`src/rtl/vram_dumper_pkg.sv`:
```
`timescale 1ns/1ps
`default_nettype none
// ============================================================================
//  Module      : vram_dumper_pkg
//  Description : Shared constants and state encoding for the UART VRAM
//                read-back engine (vram_dumper).
//                Optional feature macro: VRAM_DUMP_CHECKSUM_EN adds the
//                trailing XOR checksum states S_CSUM / S_CSUM_WAIT.
//  Revision    : 1.0 - initial release
// ============================================================================
package vram_dumper_pkg;

    // VRAM address width; 2^14 = 16 KiB of video memory.
    localparam int VRAM_ADDR_W = 14;

    // Host command byte that opens a dump request ('D').
    localparam logic [7:0] VRAM_DUMP_OPCODE = 8'h44;

    // Dump FSM state encoding.
    typedef enum logic [3:0] {
        S_IDLE      = 4'd0,
        S_ADDR_HI   = 4'd1,
        S_ADDR_LO   = 4'd2,
        S_LEN_HI    = 4'd3,
        S_LEN_LO    = 4'd4,
        S_READ      = 4'd5,
        S_READ_WAIT = 4'd6,
        S_SEND      = 4'd7,
`ifdef VRAM_DUMP_CHECKSUM_EN
        S_TX_WAIT   = 4'd8,
        S_CSUM      = 4'd9,
        S_CSUM_WAIT = 4'd10
`else
        S_TX_WAIT   = 4'd8
`endif
    } state_t;

endpackage : vram_dumper_pkg
`default_nettype wire

```
`src/rtl/vram_dumper.sv`:
```
`timescale 1ns/1ps
`default_nettype none
// ============================================================================
//  Module      : vram_dumper
//  Description : UART-side VRAM read-back engine. Receives a 5-byte dump
//                command (OPCODE, addr_hi, addr_lo, len_hi, len_lo) over the
//                UART receive interface, reads the requested VRAM range
//                through a dedicated synchronous read port and streams each
//                byte back through the UART transmit interface.
//                Optional feature macro: VRAM_DUMP_CHECKSUM_EN appends an
//                8-bit XOR checksum of the streamed bytes after the data.
//
//  Ports
//    clk        in   system clock (same clock as the VRAM port)
//    rst_n      in   asynchronous active-low reset
//    rx_data    in   received byte, valid while rx_done is high
//    rx_done    in   one-cycle pulse per received byte
//    tx_data    out  byte to transmit, held until the next tx_wr
//    tx_wr      out  one-cycle transmit strobe
//    tx_done    in   one-cycle pulse when the UART finishes a byte
//    vram_addr  out  registered VRAM read address
//    vram_do    in   VRAM read data, 1-cycle latency
//    busy       out  high from opcode acceptance until the final tx_done
//
//  Revision    : 1.0 - initial release
// ============================================================================
module vram_dumper
    import vram_dumper_pkg::*;
#(
    parameter logic [7:0] OPCODE = VRAM_DUMP_OPCODE,
    parameter int         ADDR_W = VRAM_ADDR_W
) (
    input  logic              clk,
    input  logic              rst_n,
    input  logic [7:0]        rx_data,
    input  logic              rx_done,
    output logic [7:0]        tx_data,
    output logic              tx_wr,
    input  logic              tx_done,
    output logic [ADDR_W-1:0] vram_addr,
    input  logic [7:0]        vram_do,
    output logic              busy
);

    // A length field of zero requests the whole address space, so the
    // remaining counter carries one extra bit to hold 2^ADDR_W.
    localparam logic [ADDR_W:0] c_len_full = {1'b1, {ADDR_W{1'b0}}};
    localparam logic [ADDR_W:0] c_len_one  = {{ADDR_W{1'b0}}, 1'b1};

    state_t            r_state;
    logic [ADDR_W-1:0] r_addr;
    logic [ADDR_W:0]   r_remaining;
`ifdef VRAM_DUMP_CHECKSUM_EN
    logic [7:0]        r_csum;
`endif

    // Full 14-bit length once the low byte arrives; the high part was
    // parked in the counter by S_LEN_HI.
    logic [ADDR_W-1:0] w_len;
    assign w_len = {r_remaining[ADDR_W-1:8], rx_data};

    always_ff @(posedge clk or negedge rst_n) begin
        if (!rst_n) begin
            r_state     <= S_IDLE;
            r_addr      <= '0;
            r_remaining <= '0;
            tx_data     <= 8'h00;
            tx_wr       <= 1'b0;
            vram_addr   <= '0;
            busy        <= 1'b0;
`ifdef VRAM_DUMP_CHECKSUM_EN
            r_csum      <= 8'h00;
`endif
        end else begin
            // Strobe is a single-cycle pulse; only S_SEND / S_CSUM raise it.
            tx_wr <= 1'b0;

            case (r_state)
                S_IDLE: begin
                    if (rx_done && (rx_data == OPCODE)) begin
                        r_state     <= S_ADDR_HI;
                        busy        <= 1'b1;
                        r_remaining <= '0;
`ifdef VRAM_DUMP_CHECKSUM_EN
                        r_csum      <= 8'h00;
`endif
                    end
                end

                S_ADDR_HI: begin
                    if (rx_done) begin
                        // Upper bits beyond the address width are dropped.
                        r_addr[ADDR_W-1:8] <= rx_data[ADDR_W-9:0];
                        r_state            <= S_ADDR_LO;
                    end
                end

                S_ADDR_LO: begin
                    if (rx_done) begin
                        r_addr[7:0] <= rx_data;
                        r_state     <= S_LEN_HI;
                    end
                end

                S_LEN_HI: begin
                    if (rx_done) begin
                        r_remaining[ADDR_W-1:8] <= rx_data[ADDR_W-9:0];
                        r_state                 <= S_LEN_LO;
                    end
                end

                S_LEN_LO: begin
                    if (rx_done) begin
                        r_remaining <= (w_len == '0) ? c_len_full : {1'b0, w_len};
                        r_state     <= S_READ;
                    end
                end

                S_READ: begin
                    vram_addr <= r_addr;
                    r_state   <= S_READ_WAIT;
                end

                // The RAM samples vram_addr on this edge; data is ready
                // for S_SEND.
                S_READ_WAIT: begin
                    r_state <= S_SEND;
                end

                S_SEND: begin
                    tx_data <= vram_do;
                    tx_wr   <= 1'b1;
`ifdef VRAM_DUMP_CHECKSUM_EN
                    r_csum  <= r_csum ^ vram_do;
`endif
                    r_state <= S_TX_WAIT;
                end

                S_TX_WAIT: begin
                    if (tx_done) begin
                        r_remaining <= r_remaining - c_len_one;
                        r_addr      <= r_addr + 1'b1;   // wraps modulo 2^ADDR_W
                        if (r_remaining == c_len_one) begin
`ifdef VRAM_DUMP_CHECKSUM_EN
                            r_state <= S_CSUM;
`else
                            r_state <= S_IDLE;
                            busy    <= 1'b0;
`endif
                        end else begin
                            r_state <= S_READ;
                        end
                    end
                end

`ifdef VRAM_DUMP_CHECKSUM_EN
                S_CSUM: begin
                    tx_data <= r_csum;
                    tx_wr   <= 1'b1;
                    r_state <= S_CSUM_WAIT;
                end

                S_CSUM_WAIT: begin
                    if (tx_done) begin
                        r_state <= S_IDLE;
                        busy    <= 1'b0;
                    end
                end
`endif

                default: begin
                    r_state <= S_IDLE;
                    busy    <= 1'b0;
                end
            endcase
        end
    end

endmodule : vram_dumper
`default_nettype wire

```
`config.mk`:
```
export PLATFORM = sky130hd
export DESIGN_NAME = vram_dumper
export DESIGN_NICKNAME = d
export VERILOG_FILES = /design/src/rtl/vram_dumper_pkg.sv /design/src/rtl/vram_dumper.sv
export SDC_FILE = /design/constraint.sdc
export NUM_CORES = 1
export LEC_CHECK = 0
export CAP_MARGIN = 20
export CORE_ASPECT_RATIO = 0.75
export CORE_MARGIN = 10
export CORE_UTILIZATION = 55
export CTS_CLUSTER_DIAMETER = 150
export DETAILED_ROUTE_END_ITERATION = 6
export GPL_TIMING_DRIVEN = 0
export PLACE_DENSITY_LB_ADDON = 0.2
export SYNTH_ARGS = -nofsm -noshare
export SYNTH_HDL_FRONTEND = slang
export SYNTH_SLANG_ARGS = --single-unit
```
`constraint.sdc`:
```
create_clock -name clk -period 2.32 [get_ports clk]
set_input_delay 0.58 -clock clk [delete_from_list [all_inputs] [get_ports clk]]
set_output_delay 0.58 -clock clk [all_outputs]
set_load 0.01 [all_outputs]
```
**Word-level counts from Yosys, hierarchy flattened**

Cells that the tools add are included.

- Register bits after elaboration: 57
- Output and inout bits: 24
- Logic and storage cells: 69

- $add $sub $neg: 2
- Eq/ne operators: 18
- Muxes and demuxes: 25
- Bitwise logic cells: 1
- Reduce and logical (&&, ||, !) cells: 14

Operators with widths:

| kind | number |
|---|---|
| 2-to-1 mux 15 bit | 4 |
| case mux 4 bit (9 select lines) | 1 |
| 2-to-1 mux 4 bit | 6 |
| case mux 6 bit (4 select lines) | 1 |
| case mux 8 bit (3 select lines) | 1 |
| == test 4 x 3 -> 1 bit, second input constant | 4 |
| != test 2 bit, second input constant | 8 |
| case mux 8 bit (2 select lines) | 1 |
| == test 15 x 1 -> 1 bit, second input constant | 1 |
| subtractor 15 x 1 -> 15 bit, second input constant | 1 |
| adder 14 x 1 -> 14 bit, second input constant | 1 |
| logical NOT 14 bit | 1 |
| 2-to-1 mux 14 bit | 1 |
| case mux 6 bit (2 select lines) | 1 |
| AND reduction 6 bit | 2 |
| == test 4 x 2 -> 1 bit, second input constant | 2 |
| == test 8 x 7 -> 1 bit, second input constant | 1 |
| 2-to-1 mux 8 bit | 1 |
| AND reduction 4 bit | 2 |
| OR reduction 7 bit | 1 |
| 2-to-1 mux 6 bit | 1 |
| case mux 1 bit (3 select lines) | 2 |
| AND reduction 3 bit | 2 |
| == test 4 x 1 -> 1 bit, second input constant | 1 |
| 9 further kinds | 13 |

**Depth between registers and ports, before layout**

Gate-level depths: netlist of the first run.

- Depth in word-level cells: 4
- Gate-level depth with buffers: 8
- Depth with buffers taken out: 6

**Least setup slack after synthesis of the first run**

No wires, ideal clock.

- Kind: input to register
- Start: input rx_data[2]
- End: register r_remaining[12]
- Setup time: 103 ps
- Data arrival time: 1,812 ps
- Slack: 404 ps
- Cell stages on the path: 5
- Path through: nor4_1 -> nand4_2 -> and2_4 -> a221o_1 -> o41ai_2

- Word-level cells in the longest chain between the ends: 4

RTL lines:

| what | RTL line | text |
|---|---|---|
| start: declaration | vram_dumper.sv:35 | `input logic [7:0] rx_data,` |
| == test 8 x 7 -> 1 bit | vram_dumper.sv:80 | `if (rx_done && (rx_data == OPCODE)) begin` |
| logical AND 1 bit | vram_dumper.sv:80 |  |
| != test 2 bit (no source line) | - |  |
| AND reduction 6 bit (no source line) * | - |  |
| end signal: indexed assignment | vram_dumper.sv:107 | `r_remaining[ADDR_W-1:8] <= rx_data[ADDR_W-9:0];` |
| end signal: assignment | vram_dumper.sv:114 | `r_remaining <= (w_len == '0) ? c_len_full : {1'b0, w_len};` |
| end signal: assignment | vram_dumper.sv:141 | `r_remaining <= r_remaining - c_len_one;` |
| end: declaration | vram_dumper.sv:52 | `logic [ADDR_W:0] r_remaining;` |

Mark *: on every way between the ends. The rest lies on a longest branch, timed or not.
A chain may end at the register's enable or synchronous reset.

**Worst setup path in the final report of the first run**

- Start: input rx_data[6]
- End: register r_remaining[14]

- Word-level cells in the longest chain between the ends: 4

RTL lines:

| what | RTL line |
|---|---|
| logical NOT 14 bit or == test 8 x 7 -> 1 bit (tied branches) | vram_dumper.sv:114, vram_dumper.sv:80 |
| 2-to-1 mux 15 bit or logical AND 1 bit (tied branches) | vram_dumper.sv:114, vram_dumper.sv:80 |
| 2-to-1 mux 15 bit or != test 2 bit (tied branches) | - |
| case mux 1 bit (3 select lines) or AND reduction 4 bit (tied branches) | - |

Several ways; a longest one is shown, not always the timed one. The select of a mux whose other input is x is not followed.

==> results of run 1 <==
cell usage in the layout (no fill, tap or decap), types with 10 or more instances in the layout:
cell type	Yosys	layout
a21oi_1	24	24
mux2_2	14	14
nand2_1	57	57
clkbuf_1	12	12
o21ai_0	29	29
clkdlybuf4s50_1	0	36
nor2_1	21	20
dfrtp_1	57	57
nand3_1	15	15
clkbuf_8	0	10
synth_stat cells (2+ instances only):
| master | instances |
|---|---|
| nand4_1 | 2 |
| o21ai_0 | 29 |
| clkbuf_1 | 12 |
| o21a_1 | 2 |
| nor2_1 | 21 |
| o31ai_1 | 2 |
| nand2b_1 | 4 |
| ha_1 | 3 |
| a22oi_1 | 7 |
| o2bb2ai_1 | 4 |
| mux2_2 | 14 |
| nand3b_1 | 2 |
| a221o_1 | 2 |
| xnor2_1 | 4 |
| nor3b_1 | 3 |
| nand2_1 | 57 |
| a211o_1 | 2 |
| a31oi_1 | 3 |
| nor2b_1 | 2 |
| inv_1 | 7 |
| a32oi_1 | 3 |
| buf_2 | 6 |
| a31o_2 | 4 |
| and3_1 | 7 |
| xor2_1 | 2 |
| nor4_4 | 3 |
| a41oi_1 | 2 |
| a211oi_1 | 3 |
| nand3_1 | 15 |
| a21oi_1 | 24 |
| dfrtp_1 | 57 |
| nor3_1 | 7 |
| o32ai_1 | 2 |
| o22ai_1 | 6 |
sequential cells by signal (all words and copies together) (netlist names):
name	count
vram_addr	14
r_remaining	15
tx_data	8
busy	1
r_state	4
r_addr	14
tx_wr	1
final cells by class:
type | instances | area, sq um
multi-input cells | 262 | 1660
fillers | 401 | 1550
flip-flops and latches | 57 | 1430
repair buffers | 44 | 442
clock buffers | 11 | 141
plain buffers | 20 | 97.6
well taps | 75 | 93.8
clock inverters | 5 | 55.1
inverters | 8 | 30.0
report_power, final:
part / internal (mW) / total (mW) / leakage (nW) / switching [mW]
logic: 1.11 / 2.38 / 0.828 / 1.27
registers: 1.41 / 1.77 / 0.705 / 0.356
clock network: 0.521 / 0.933 / 0.0953 / 0.411
total: 3.04 / 5.08 / 1.63 / 2.04
stage by stage:
stage	hold WS [ps]	utilization, %	setup TNS [ps]
after floorplan	284	-	0
after global placement	457	67.7	-71730
after detailed placement	463	68.0	-10040
after CTS	246	71.5	0
after global routing	268	71.9	-6.30
final	229	71.9	0
kinds of logic (layout without fill, tap and decap cells):
kind of cell	after synthesis	after routing	synth area share [%]
AOI/OAI and AO/OA	104	104	21.3
muxes	15	15	5.28
xor gates and xnor gates	6	6	1.64
adders and majority gates	3	3	1.17
and+or+nand+nor	134	134	22.1
DFF	57	57	44.6
buffers and inverters	28	88	3.87
repair_timing:
item                                    CTS  global route
setup buffers                             0             0
pin swaps                                 1             1
resized for setup                         6             7
gates cloned                              0             0
endpoints found under the setup margin   13            16
worst paths after layout:
path	end	slack, ps	cells after the start
max	r_remaining[14]	40	7
min	vram_addr[0]	230	1
max reg2reg	r_addr[12]	200	6
min reg2reg	tx_data[3]	480	2
max in group asynchronous	r_state[2]	1520	2
min in group clk	tx_data[3]	480	2
routing by layer:
layer	share of wire [%]	GRT usage [%]	wire length, microns
met1	44	26.3	3820
met2	44	28.0	3840
met3	11	7.62	989
met4	1.4	5.93	123
met5	0	0	0
==> summary.md, run 1 <==
| Metric | Value |
|---|---|
| Status | `finished clean` |
| CTS clk-pin slew, worst paths | `70 ps` |
| F_max | `438 MHz` |
| Net Count, Synth | `370` |
| DR pass1 iterations | `5` |
| Total track usage | `19.5%` |
| First-pass GRT wire length | `14600 microns` |
| Initial Util | `58.2%` |
| Crit path setup slack, layout | `39.4 ps` |
| Crit path capture type | `flop` |
| Synthesized area | `3200 sq um` |
| Cell Count, Final, Fillers Out | `482` |
| CP max stage cell | `clkdlybuf4s50_1` |
| Dpl hpwl | `6220 microns` |
| Ratio of cells with drive above 1 in the final layout | `14.3%` |
| CP required | `2510 ps` |
| Clk Latency, worst-skew pair | `340 ps` |
| Max-slew violation count | `0` |
| Final setup fails | `0` |
| Final worst-path cycle share | `98.3%` |
| Sink Count | `57` |
| Cells after Synth | `347` |
| Mean post-synth cell area | `9.22 sq um` |
| H-tree depth | `3` |
| Cts hold-fix bufs | `0` |
| CP max stage delay | `570 ps` |
| P per Cell Area | `1290 nW/um^2` |
| Post-synth ARST share | `100%` |
| Startpoint types | `primary input` |
| I/O pins | `44` |
| Worst Path Buf+Inv | `2` |
| Shortest period the worst path allows | `2280 ps` |
| CTS max path bufs | `2` |
| Placement Setup Slack | `-489 ps` |
| Die Footprint | `9300 sq um` |
| Gr ovfl total | `0` |
| Number of I/O port buffers | `43` |
| RSZ-0062 raised after global routing | `true` |
| DRT antenna net count | `0` |
| Delay-heaviest family, CP | `buffers and inverters` |
| Worst vdd ir | `815 uV` |
| Largest net degree at the start of global routing | `34` |
| Via/cell ratio | `6.23` |
| Synth area leaders | `dfrtp_1 45%, nand2_1 6.7%, mux2_2 4.9%` |
| Post-synthesis register bit count | `57` |
| Fin nets | `425` |
| Dominant synthesized flop cell | `dfrtp_1` |
| DP Cell Count | `466` |
| Worst Hold Class | `primary input to async pin` |
| Final Power | `5.08 mW` |
| Origin of the worst setup path | `rx_data[6]` |
| Max-slew headroom | `55.2%` |
| Crit path arrival time | `2470 ps` |
| Die span in y | `86.0 microns` |
| DRC viols | `0` |
| CTS root buf | `clkbuf_8` |
| Crit Path Max Fanout | `10` |
| Initial antenna violation count | `0` |
| Setup CP Type | `primary input to flop` |
| Ys Warns | `0` |
| Row Count | `23` |
| Die Wd | `108 microns` |
| Sequential share of the synthesized area | `44.6%` |
| Vias in the first global route | `2791` |
| Top cell type's share of synthesized area | `44.6%` |
| Syn-to-layout area delta | `23.5%` |
| Leak | `1.63 nW` |
| Max Clock Skew | `8.92 ps` |
| Routed wire per std cell | `18.2 microns` |
| Area after DPL | `3740 sq um` |
| CTS tree | `yes` |
| ANT cells | `0` |
| Critical path, cell by cell | `clkdlybuf4s50_1 > and4bb_2 > nand3_1 > a221o_1 > clkbuf_1 > o21ai_0 > o21ai_0` |
| Core Region | `5500 sq um` |
| Worst Tran Pin Value | `670 ps` |
| Routed vias | `3005` |
| Most frequent CP cell | `o21ai_0` |
| Yosys top cell by area | `dfrtp_1` |
| Starting DRT DRC Count | `376` |
| Number of enable-type register cells in the synthesized netlist | `0` |
| Critical R2R Launch | `r_state[0]` |
| TritonCTS Buffers | `9` |
| GP Congestion | `0.909` |
| Total routed wirelength | `8770 microns` |
| Post-synthesis cell type count | `58` |
| Max_cap viols | `0` |
| Fin. Hold Viols | `0` |
| Fin area | `3950 sq um` |
Power figures use the tool's default switching activity.
==> run 2, diff against run 1 <==
Settings changed: CORE_UTILIZATION 55 to 50, SLEW_MARGIN set to 5.
==> summary.md, run 2 (synthesized netlist as in run 1, its figures left out) <==
| Metric | Value |
|---|---|
| Max_cap viols | `0 (unchanged)` |
| P per Cell Area | `1290 nW/um^2 (about the same)` |
| Largest net degree at the start of global routing | `35 (+2.9%)` |
| DR pass1 iterations | `5 (unchanged)` |
| Total routed wirelength | `8790 microns (+0.25%)` |
| Total track usage | `18.1% (-1.4 points)` |
| Worst Tran Pin Value | `629 ps (-41.4 ps)` |
| Die span in y | `89.3 microns (+3.7%)` |
| Syn-to-layout area delta | `23.6% (about the same)` |
| Max-slew headroom | `58.0% (+2.8 points)` |
| Max-slew violation count | `0 (unchanged)` |
| Crit path capture type | `flop` |
| Max Clock Skew | `4.80 ps (-4.12 ps)` |
| Post-CTS Setup Inserts | `0 (unchanged)` |
| TNS Setup | `0 ps (unchanged)` |
| Cts hold-fix bufs | `0 (unchanged)` |
| ANT cells | `0 (unchanged)` |
| Most frequent cells in the layout | `57 x nand2_1, 57 x dfrtp_1, 36 x clkdlybuf4s50_1` |
| Die Wd | `112 microns (+4.0%)` |
| Leak | `1.63 nW (about the same)` |
| Critical R2R Launch | `r_state[1]` |
| Final Core Density | `63.2% (-8.7 points)` |
| Clk Latency, worst-skew pair | `330 ps (about the same)` |
| CTS tree | `yes` |
| F_max | `448 MHz (+2.3%)` |
| Worst Hold Class | `primary input to async pin` |
| Crit Path Max Fanout | `5 (-5)` |
| Via/cell ratio | `6.07 (-2.6%)` |
| Final Power | `5.09 mW (about the same)` |
| CTS max path bufs | `2 (unchanged)` |
| Worst-case reg-to-reg path depth | `7 (+1)` |
| Number of I/O port buffers | `43 (unchanged)` |
| Crit path arrival time | `2460 ps (about the same)` |
| Largest Register | `r_remaining` |
| CP required | `2550 ps (+40 ps)` |
| DRC viols | `0 (unchanged)` |
| Fin area | `3950 sq um (about the same)` |
| H-tree depth | `3 (unchanged)` |
| Largest register FFs | `15 (unchanged)` |
| Gr ovfl total | `0 (unchanged)` |
| Status | `finished clean` |
| CTS clk-pin slew, worst paths | `60 ps (about the same)` |
| Routed wire per std cell | `18.1 microns (-0.57%)` |
| Setup CP Type | `primary input to flop` |
| Shortest period the worst path allows | `2230 ps (-50.8 ps)` |
| Final setup fails | `0 (unchanged)` |
| Origin of the worst setup path | `rx_data[6]` |
| Die Footprint | `10000 sq um (+7.9%)` |
| Crit path setup slack, layout | `90.3 ps (+50.8 ps)` |
| Area after DPL | `3740 sq um (+0.20%)` |
| Routed vias | `2952 (-1.8%)` |
| Initial antenna violation count | `0 (unchanged)` |
| CTS root buf | `clkbuf_8` |
| Biggest regs | `r_remaining: 15 flops, r_addr: 14 flops, vram_addr: 14 flops` |
| DRT antenna net count | `0 (unchanged)` |
| Fin. Hold Viols | `0 (unchanged)` |
| Final worst-path cycle share | `96.1% (-2.2 points)` |
| I/O pins | `44 (unchanged)` |
| Sink Count | `57 (unchanged)` |
| Worst vdd ir | `751 uV (-7.8%)` |
| Startpoint types | `primary input` |
| Vias in the first global route | `2812 (+0.75%)` |
| TritonCTS Buffers | `9 (unchanged)` |
| GP Congestion | `0.887 (-2.4%)` |
| Core Region | `6260 sq um (+14%)` |
| Initial Util | `51.1% (-7.1 points)` |
| First-pass GRT wire length | `14800 microns (+1.3%)` |
| Placement Setup Slack | `-499 ps (-10.4 ps)` |
| Row Count | `25 (+8.7%)` |
| Starting DRT DRC Count | `241 (-36%)` |
| Dpl hpwl | `6230 microns (+0.20%)` |
| Fin nets | `424 (-0.24%)` |
| Ratio of cells with drive above 1 in the final layout | `13.8% (-0.42 points)` |
-- run 2: cell types whose count changed in the layout (fill, tap and decap cells not counted), sizes merged --
| cell | previous run | this run |
|---|---|---|
| clkbuf | 24 | 23 |
| dlygate4sd2 | 5 | 6 |
| dlymetal6s2s | 1 | 0 |
| clkinvlp | 2 | 0 |
| buf | 9 | 10 |
-- run 2: critical path: stages --
cell             delay (ps)
clkdlybuf4s50_1         500
nor4_2                  330
nand4_2                 160
and2_4                  220
a221o_1                 340
o41ai_2                 320
-- run 2: worst paths after layout --
kind	to	slack, ps
max in group asynchronous	r_addr[8]	1530
worst min register to register	tx_data[3]	470
worst max-delay path	r_remaining[12]	90
worst max register to register	r_addr[3]	170
min in group clk	tx_data[3]	470
worst min-delay path	r_remaining[0]	230
-- run 2: power by group --
group	internal [mW]	switching [mW]	total, mW
logic	1.11	1.28	2.39
clock network	0.545	0.391	0.937
registers	1.41	0.350	1.76
total	3.07	2.02	5.09
-- run 2: layout make-up --
cell class	instances	area (sq um)
flip-flops and latches	57	1430
plain buffers	19	93.8
repair buffers	44	438
clock buffers	12	155
well taps	81	101
clock inverters	3	40.0
inverters	8	30.0
fillers	562	2300
multi-input cells	262	1670
-- run 2: routing by layer --
layer  share of wire [%]  wire length (microns)  vias up  track usage (%)
met4                 1.9                    167        0             5.75
li1                    -                      -     1381                -
met5                   0                      0        -                0
met2                  43                   3780      134             26.0
met3                 9.3                    818       21             6.64
met1                  46                   4020     1416             24.5
-- run 2: metrics by stage --
stage	hold WS, ps	std cells
2_1_floorplan	284	347
3_3_place_gp	457	471
3_5_place_dp	461	472
4_1_cts	245	487
5_1_grt	268	486
6_report	225	486
-- run 2: what timing repair did --
action,CTS,global route
cloned,0,0
resized for setup,8,6
pin swaps,1,0
setup endpoints to repair,18,16
